File: src/rtl/ulpi_pkg.sv
// Shared types and constants for the queued ULPI register-access engine:
// FSM encoding, TXCMD prefixes, response codes and the command record.
package ulpi_pkg;

  typedef enum logic [3:0] {
    ST_RESET    = 4'd0,
    ST_WAIT_PHY = 4'd1,
    ST_IDLE     = 4'd2,
    ST_TXCMD    = 4'd3,
    ST_EXTADR   = 4'd4,
    ST_WDATA    = 4'd5,
    ST_STOP     = 4'd6,
    ST_RD_TURN  = 4'd7,
    ST_RD_DATA  = 4'd8,
    ST_RX       = 4'd9,
    ST_RX_TURN  = 4'd10
  } state_e;

  typedef enum logic [1:0] {
    STAT_OK      = 2'd0,
    STAT_ABORTED = 2'd1,
    STAT_TIMEOUT = 2'd2
  } status_e;

  localparam logic [1:0] TXCMD_WR      = 2'b10;
  localparam logic [1:0] TXCMD_RD      = 2'b11;
  localparam logic [5:0] EXT_ADDR_CODE = 6'h2F;

  typedef struct packed {
    logic       rw;
    logic [7:0] addr;
    logic [7:0] wdata;
    logic [3:0] tag;
  } cmd_t;

  function automatic logic use_ext(input cmd_t c, input logic ext_en);
    return ext_en && (c.addr >= 8'h2F);
  endfunction

  // Addresses at or above the extended code are sent as 0x2F plus a follow-up byte.
  function automatic logic [7:0] txcmd_byte(input cmd_t c, input logic ext_en);
    logic [1:0] pre;
    logic [5:0] fld;
    pre = c.rw ? TXCMD_WR : TXCMD_RD;
    fld = use_ext(c, ext_en) ? EXT_ADDR_CODE : c.addr[5:0];
    return {pre, fld};
  endfunction

endpackage

File: src/rtl/ulpi_cmd_fifo.sv
// Synchronous FIFO of command records; head is visible without popping so a
// retried command can be reloaded until its response retires it.
module ulpi_cmd_fifo
  import ulpi_pkg::*;
#(
  parameter int DEPTH = 4
) (
  input  logic clk_i,
  input  logic rst_i,
  input  logic push_i,
  input  cmd_t push_data_i,
  input  logic pop_i,
  output cmd_t head_o,
  output logic full_o,
  output logic empty_o
);

  localparam int AW = $clog2(DEPTH);
  localparam logic [AW:0] PTR_ONE = {{AW{1'b0}}, 1'b1};

  cmd_t        mem_q [DEPTH];
  logic [AW:0] wr_ptr_q;
  logic [AW:0] rd_ptr_q;

  assign empty_o = (wr_ptr_q == rd_ptr_q);
  assign full_o  = (wr_ptr_q[AW] != rd_ptr_q[AW]) &&
                   (wr_ptr_q[AW-1:0] == rd_ptr_q[AW-1:0]);
  assign head_o  = mem_q[rd_ptr_q[AW-1:0]];

  always_ff @(posedge clk_i) begin
    if (push_i && !full_o) begin
      mem_q[wr_ptr_q[AW-1:0]] <= push_data_i;
    end
  end

  // Extra pointer MSB distinguishes full from empty when the indices match.
  always_ff @(posedge clk_i) begin
    if (rst_i) begin
      wr_ptr_q <= '0;
      rd_ptr_q <= '0;
    end else begin
      if (push_i && !full_o) begin
        wr_ptr_q <= wr_ptr_q + PTR_ONE;
      end
      if (pop_i && !empty_o) begin
        rd_ptr_q <= rd_ptr_q + PTR_ONE;
      end
    end
  end

endmodule

File: src/rtl/ulpi_reg_sequencer.sv
// Queued ULPI register read/write engine with extended addressing, DIR-abort
// retry, NXT timeout and RX CMD capture. Outputs are registered from next state.
module ulpi_reg_sequencer
  import ulpi_pkg::*;
#(
  parameter int DEPTH     = 4,
  parameter int MAX_RETRY = 3,
  parameter int TIMEOUT   = 255,
  parameter int EXT_ADDR  = 1
) (
  input  logic       CLK_60M,
  input  logic       RST_USB,
  input  logic [7:0] USB_DATA_I,
  output logic [7:0] USB_DATA_O,
  output logic       USB_DATA_OE,
  input  logic       USB_DIR,
  input  logic       USB_NXT,
  output logic       USB_STP,
  input  logic       CMD_VALID,
  output logic       CMD_READY,
  input  logic       CMD_RW,
  input  logic [7:0] CMD_ADDR,
  input  logic [7:0] CMD_WDATA,
  input  logic [3:0] CMD_TAG,
  output logic       RSP_VALID,
  output logic [3:0] RSP_TAG,
  output logic [7:0] RSP_RDATA,
  output logic [1:0] RSP_STATUS,
  output logic [7:0] RXCMD,
  output logic       RXCMD_STRB,
  output logic       BUSY
);

  localparam logic EXT_EN = (EXT_ADDR != 0);
  localparam int RETRY_W = $clog2(MAX_RETRY + 2);
  localparam int WAIT_W  = $clog2(TIMEOUT + 1);
  localparam logic [RETRY_W-1:0] RETRY_MAX = RETRY_W'(MAX_RETRY);
  localparam logic [WAIT_W-1:0]  WAIT_LAST = WAIT_W'(TIMEOUT - 1);

  state_e             state_q, state_d;
  cmd_t               cur_q, cur_d;
  logic [RETRY_W-1:0] retry_q, retry_d;
  logic [WAIT_W-1:0]  wait_q, wait_d;
  logic               dir_q;
  logic               run_q;
  logic [7:0]         data_q, data_d;
  logic               stp_q, stp_d;
  logic               rsp_valid_q, rsp_valid_d;
  logic [3:0]         rsp_tag_q, rsp_tag_d;
  logic [7:0]         rsp_rdata_q, rsp_rdata_d;
  status_e            rsp_status_q, rsp_status_d;
  logic [7:0]         rxcmd_q, rxcmd_d;
  logic               rxcmd_strb_q, rxcmd_strb_d;

  logic    abort_s, done_s, rd_capture_s, rsp_fire_s;
  status_e done_status_s, rsp_status_s;
  logic    push_s, fifo_full_s, fifo_empty_s;
  cmd_t    cmd_in_s, fifo_head_s;

  assign cmd_in_s = '{rw: CMD_RW, addr: CMD_ADDR, wdata: CMD_WDATA, tag: CMD_TAG};
  assign push_s   = CMD_VALID && CMD_READY;

  ulpi_cmd_fifo #(.DEPTH(DEPTH)) u_fifo (
    .clk_i       (CLK_60M),
    .rst_i       (RST_USB),
    .push_i      (push_s),
    .push_data_i (cmd_in_s),
    .pop_i       (rsp_valid_q),
    .head_o      (fifo_head_s),
    .full_o      (fifo_full_s),
    .empty_o     (fifo_empty_s)
  );

  assign rsp_fire_s   = done_s || (abort_s && (retry_q == RETRY_MAX));
  assign rsp_status_s = abort_s ? STAT_ABORTED : done_status_s;

  always_ff @(posedge CLK_60M) begin
    if (RST_USB) begin
      state_q      <= ST_RESET;
      cur_q        <= '0;
      retry_q      <= '0;
      wait_q       <= '0;
      dir_q        <= 1'b1;
      run_q        <= 1'b0;
      data_q       <= 8'h00;
      stp_q        <= 1'b1;
      rsp_valid_q  <= 1'b0;
      rsp_tag_q    <= 4'h0;
      rsp_rdata_q  <= 8'h00;
      rsp_status_q <= STAT_OK;
      rxcmd_q      <= 8'h00;
      rxcmd_strb_q <= 1'b0;
    end else begin
      state_q      <= state_d;
      cur_q        <= cur_d;
      retry_q      <= retry_d;
      wait_q       <= wait_d;
      dir_q        <= USB_DIR;
      run_q        <= 1'b1;
      data_q       <= data_d;
      stp_q        <= stp_d;
      rsp_valid_q  <= rsp_valid_d;
      rsp_tag_q    <= rsp_tag_d;
      rsp_rdata_q  <= rsp_rdata_d;
      rsp_status_q <= rsp_status_d;
      rxcmd_q      <= rxcmd_d;
      rxcmd_strb_q <= rxcmd_strb_d;
    end
  end

  always_comb begin
    state_d       = state_q;
    cur_d         = cur_q;
    wait_d        = '0;
    abort_s       = 1'b0;
    done_s        = 1'b0;
    done_status_s = STAT_OK;
    rd_capture_s  = 1'b0;
    case (state_q)
      ST_RESET:    state_d = ST_WAIT_PHY;
      ST_WAIT_PHY: state_d = USB_DIR ? ST_WAIT_PHY : ST_IDLE;
      ST_IDLE: begin
        if (USB_DIR) begin
          state_d = ST_RX;
        end else if (!fifo_empty_s) begin
          state_d = ST_TXCMD;
          cur_d   = fifo_head_s;
        end else begin
          state_d = ST_IDLE;
        end
      end
      ST_TXCMD: begin
        if (USB_DIR) begin
          state_d = ST_RX;
          abort_s = 1'b1;
        end else if (USB_NXT) begin
          if (use_ext(cur_q, EXT_EN)) begin
            state_d = ST_EXTADR;
          end else begin
            state_d = cur_q.rw ? ST_WDATA : ST_RD_TURN;
          end
        end else if (wait_q == WAIT_LAST) begin
          state_d       = ST_STOP;
          done_s        = 1'b1;
          done_status_s = STAT_TIMEOUT;
        end else begin
          wait_d = wait_q + 1'b1;
        end
      end
      ST_EXTADR: begin
        if (USB_DIR) begin
          state_d = ST_RX;
          abort_s = 1'b1;
        end else if (USB_NXT) begin
          state_d = cur_q.rw ? ST_WDATA : ST_RD_TURN;
        end else begin
          state_d = ST_EXTADR;
        end
      end
      ST_WDATA: begin
        if (USB_DIR) begin
          state_d = ST_RX;
          abort_s = 1'b1;
        end else if (USB_NXT) begin
          state_d = ST_STOP;
          done_s  = 1'b1;
        end else begin
          state_d = ST_WDATA;
        end
      end
      ST_STOP:    state_d = ST_IDLE;
      ST_RD_TURN: state_d = ST_RD_DATA;
      ST_RD_DATA: begin
        if (USB_NXT) begin
          state_d = ST_RX;
          abort_s = 1'b1;
        end else if (USB_DIR) begin
          state_d      = ST_RX_TURN;
          done_s       = 1'b1;
          rd_capture_s = 1'b1;
        end else begin
          state_d = ST_RD_DATA;
        end
      end
      ST_RX:      state_d = USB_DIR ? ST_RX : ST_RX_TURN;
      ST_RX_TURN: state_d = ST_IDLE;
      default:    state_d = ST_RESET;
    endcase
  end

  // Retry count survives aborts until the command is finally retired.
  always_comb begin
    if (rsp_fire_s) begin
      retry_d = '0;
    end else if (abort_s) begin
      retry_d = retry_q + 1'b1;
    end else begin
      retry_d = retry_q;
    end
  end

  always_comb begin
    data_d = 8'h00;
    stp_d  = 1'b0;
    case (state_d)
      ST_RESET, ST_WAIT_PHY, ST_STOP: stp_d = 1'b1;
      ST_TXCMD:  data_d = txcmd_byte(cur_d, EXT_EN);
      ST_EXTADR: data_d = cur_d.addr;
      ST_WDATA:  data_d = cur_d.wdata;
      default:   data_d = 8'h00;
    endcase
    rsp_valid_d = rsp_fire_s;
    if (rsp_fire_s) begin
      rsp_tag_d    = cur_q.tag;
      rsp_status_d = rsp_status_s;
      rsp_rdata_d  = rd_capture_s ? USB_DATA_I : 8'h00;
    end else begin
      rsp_tag_d    = 4'h0;
      rsp_status_d = STAT_OK;
      rsp_rdata_d  = 8'h00;
    end
    if ((state_q == ST_RX) && USB_DIR && dir_q && !USB_NXT) begin
      rxcmd_d      = USB_DATA_I;
      rxcmd_strb_d = 1'b1;
    end else begin
      rxcmd_d      = rxcmd_q;
      rxcmd_strb_d = 1'b0;
    end
  end

  assign USB_DATA_O  = data_q;
  assign USB_DATA_OE = run_q && !USB_DIR && !dir_q;
  assign USB_STP     = stp_q;
  assign CMD_READY   = run_q && !fifo_full_s;
  assign RSP_VALID   = rsp_valid_q;
  assign RSP_TAG     = rsp_tag_q;
  assign RSP_RDATA   = rsp_rdata_q;
  assign RSP_STATUS  = rsp_status_q;
  assign RXCMD       = rxcmd_q;
  assign RXCMD_STRB  = rxcmd_strb_q;
  assign BUSY        = !fifo_empty_s;

endmodule

File: config.mk
export PLATFORM = sky130hd
export DESIGN_NAME = ulpi_reg_sequencer
export DESIGN_NICKNAME = d
export VERILOG_FILES = /design/src/rtl/ulpi_pkg.sv /design/src/rtl/ulpi_cmd_fifo.sv /design/src/rtl/ulpi_reg_sequencer.sv
export SDC_FILE = /design/constraint.sdc
export NUM_CORES = 1
export LEC_CHECK = 0
export CAP_MARGIN = 20
export CORE_AREA = 2 2 124 138
export CTS_BUF_LIST = sky130_fd_sc_hd__clkbuf_8
export CTS_CLUSTER_SIZE = 14
export DETAILED_ROUTE_END_ITERATION = 12
export DIE_AREA = 0 0 126 140
export PLACE_DENSITY = 0.62
export SYNTH_ARGS = -nofsm -noshare
export SYNTH_HDL_FRONTEND = slang
export SYNTH_SLANG_ARGS = --single-unit
File: constraint.sdc
create_clock -name CLK_60M -period 6.9 [get_ports CLK_60M]
set_input_delay 1.035 -clock CLK_60M [delete_from_list [all_inputs] [get_ports CLK_60M]]
set_output_delay 1.035 -clock CLK_60M [all_outputs]
set_load 0.02 [all_outputs]
==> summary.txt <==
Outcome
  – Status: finished, final reports clean

Placement
  – Post-DP Area: 7350 um^2
  – IO buf count: 69
  – Placed insts: 723
  – GPL Wtd Cong: 0.860
  – Hpwl dp: 8.80 mm

Cells and area
  – Commonest non-fill, non-tap cell in the layout: edfxtp_1
  – Non-filler instance count after layout: 755
  – Layout cells sized above 1: 14.3%
  – Commonest non-fill, non-tap cells in the layout: 84 x edfxtp_1, 79 x dfxtp_1, 69 x clkdlybuf4s50_1
  – Synth-to-Final Area Change: 20.0%
  – N_diodes: 0
  – Nets: 581
  – Final std cell area, no fill: 7680 um^2
  – Final cell utilization of the core: 47.5%

Critical path
  – Top delay family on crit path: buffers and inverters
  – Slowest cell on crit path: clkdlybuf4s50_1
  – Critical path cell sequence: xor2_1 -> nor2_1 -> a21boi_0 -> clkdlybuf4s50_1
  – Critical-path maximum fanout: 6
  – RR Startpoint: state_q[3]
  – Worst R2R Setup Slack: 4.00 ns
  – Setup Crit Path Kind: flip-flop to output port
  – WP buf/inv: 1
  – R2R depth: 7
  – Worst Setup End Kind: output port
  – CP arrival: 2.60 ns
  – Crit path largest cell delay: 0.74 ns
  – WP data required: 5.86 ns
  – Reg2Reg Capture Point: USB_DATA_O[5]
  – CP Launch Type: flip-flop

Logic synthesis
  – Post-synth EDFFs: 84
  – Net count after synthesis: 504
  – Seq/Total Area, Yosys: 64.1%
  – Syn avg cell area: 13.9 um^2
  – Synth Flop Type: edfxtp_1
  – Yosys cell types: 53
  – Syn. warnings: 0
  – Synthesized cell area: 6400 um^2
  – Synthesized flop and latch total: 163
  – Async SR Flop Fraction: 0%
  – Post-Syn Instances: 461

Global routing
  – Global Route Usage Sum: 14.7%
  – Largest net degree at the start of global routing: 34
  – Total gr overflow: 0
  – Number of antenna violations at the first check in global routing: 0
  – Vias in the first global route: 3,926
  – First-pass GRT wire length: 20.2 mm

Timing
  – Fin crit share: 52.7%
  – Final Hold Viols: 0
  – Worst-margin pin slew: 1.06 ns
  – Post-layout min period: 3.64 ns
  – Worst-case headroom to the max-slew limit: 28.5%
  – Setup TNS: 0 ns
  – RSZ-0062 raised after global routing: false
  – Final Max Tran Viols: 0
  – Worst Skew: 0.0100 ns
  – Fmax: 0.275 GHz
  – # setup viols final: 0

Route
  – Drt via density: 5.07
  – Total Wirelength: 12.5 mm
  – 1st-pass router iterations: 5
  – Wire per inst: 16.6 um
  – Vias post-DR: 3,825
  – Antenna-violating nets left: 0
  – DRC viols: 0
  – Iter 0 DRT Violations: 380

Min path
  – Hold path endpoint: RSP_TAG[1]
  – Hold path startpoint: cur_q[1]
  – WHS Path Cells: 1
  – Worst Hold Class: flip-flop to flip-flop

Power and ir drop
  – Clk pwr share: 33.3%
  – Net switching fraction of the power: 23.4%
  – Power Internal: 0.00133 W
  – Cell leakage power: 2.76 nW
  – Gate power share: 6.5%
  – Peak supply drop: 0.000127 V
  – Sw Pwr: 0.000408 W
  – Pwr dens: 227 nW/um^2
  – Seq pwr share: 60.2%

CTS
  – Clock Tree Buf Depth: 2
  – Worst-path clk slew: 0.08 ns
  – Hold_buf cts: 0
  – # Post-CTS Setup Buffers: 0
  – TritonCTS Buffers: 17
  – H-tree depth: 4
  – Root Buffer Master: clkbuf_8
  – Clock tree from TritonCTS: done
  – Sink Count: 163
  – Clk_lat worst skew: 0.44 ns
  – Resize count post-CTS: 0

Flow run
  – Max-Cap Viols: 0

Floorplan
  – Area of the core: 16,200 um^2
  – Site Rows: 49
  – Initial Util: 39.5%
  – Die Footprint: 17,600 um^2
  – Chip Width: 126 um
  – Chip Height: 140 um
  – Ports: 70
==> area by class of cell <==
class / count / area, um^2
Fill cell: 1421 / 8500
Timing Repair Buffer: 78 / 781
Tap cell: 204 / 255
Inverter: 8 / 30.0
Multi-Input combinational cell: 270 / 2180
Clock buffer: 17 / 234
Clock inverter: 15 / 96.3
Sequential cell: 163 / 4100
==> cell usage after synthesis (3+ instances only) <==
library cell / instances / area (um^2)
and3_1: 14 / 87.6
a21oi_1: 10 / 50.1
mux2i_1: 23 / 230
and2_1: 23 / 144
nand2b_1: 5 / 31.3
xor2_1: 8 / 70.1
o31a_1: 7 / 61.3
ha_1: 9 / 113
o21a_1: 3 / 22.5
mux2_2: 11 / 124
dfxtp_1: 79 / 1580
nor2b_1: 3 / 18.8
nand2_1: 15 / 56.3
edfxtp_1: 84 / 2520
xnor2_1: 6 / 52.6
o21ai_0: 5 / 25.0
nand3_1: 9 / 45.0
clkbuf_1: 13 / 48.8
nor3_1: 4 / 20.0
or3_1: 3 / 18.8
inv_1: 8 / 30.0
nor2_1: 53 / 199
mux4_2: 21 / 473
buf_2: 6 / 30.0
a211oi_1: 3 / 22.5
==> stage by stage <==
| stage | setup WS, ns | power [W] | hold WS (ns) |
|---|---|---|---|
| after floorplan | 3.73 | 0.00113 | 0.430 |
| after global placement | 3.05 | 0.00118 | 0.444 |
| after detailed placement | 2.91 | 0.00118 | 0.461 |
| after CTS | 3.25 | 0.00176 | 0.473 |
| after global routing | 3.17 | 0.00181 | 0.490 |
| final | 3.26 | 0.00174 | 0.469 |
==> worst max-delay path by stage <==
stage | from | endpoint | slack [ns] | cells after the start
3_3_place_gp | USB_NXT | USB_DATA_O[5] | 3.05 | 8
4_1_cts | u_fifo.wr_ptr_q[1] | CMD_READY | 3.25 | 4
6_report | u_fifo.wr_ptr_q[1] | CMD_READY | 3.26 | 4
5_1_grt | u_fifo.wr_ptr_q[1] | CMD_READY | 3.17 | 4
3_5_place_dp | USB_NXT | USB_DATA_O[5] | 2.91 | 8
2_1_floorplan | USB_NXT | USB_DATA_O[5] | 3.73 | 8
==> per-layer routing <==
metal / vias to the layer above / wire (um) / track usage (%)
met3: 18 / 526 / 4.05
met1: 1855 / 5510 / 17.9
li1: 1850 / - / -
met4: 0 / 184 / 5.44
met5: - / 0 / 0
met2: 102 / 6280 / 25.0
==> sequential cells by signal (all words and copies together), names as in the netlist, 4 cells and up, named ones only <==
register,count
USB_DATA_O,8
state_q,4
RSP_TAG,4
RSP_RDATA,8
cur_q,21
RXCMD,8
wait_q,8
u_fifo.mem_q,84
==> power groups by stage <==
stage,logic (W),registers (W),clock network (W)
CTS,0.000114,0.00105,0.000596
detailed placement,0.000114,0.00107,0
floorplan,0.0000667,0.00107,0
global route,0.000124,0.00105,0.000635
global placement,0.000109,0.00107,0
finish,0.000114,0.00105,0.000579
==> cells by family (layout without fill, tap and decap cells) <==
logic type,after synthesis,count (layout),share of synthesized area (%)
flip-flops,163,163,64.1
XOR/XNOR,14,14,1.92
multiplexers,55,55,12.9
adder cells (fa/ha/maj),9,9,1.76
AND/OR/NAND/NOR,143,143,11.5
buffers and inverters,28,118,1.88
AO/OA/AOI/OAI,49,49,5.85
No activity file was read; power rests on OpenSTA's default activity.
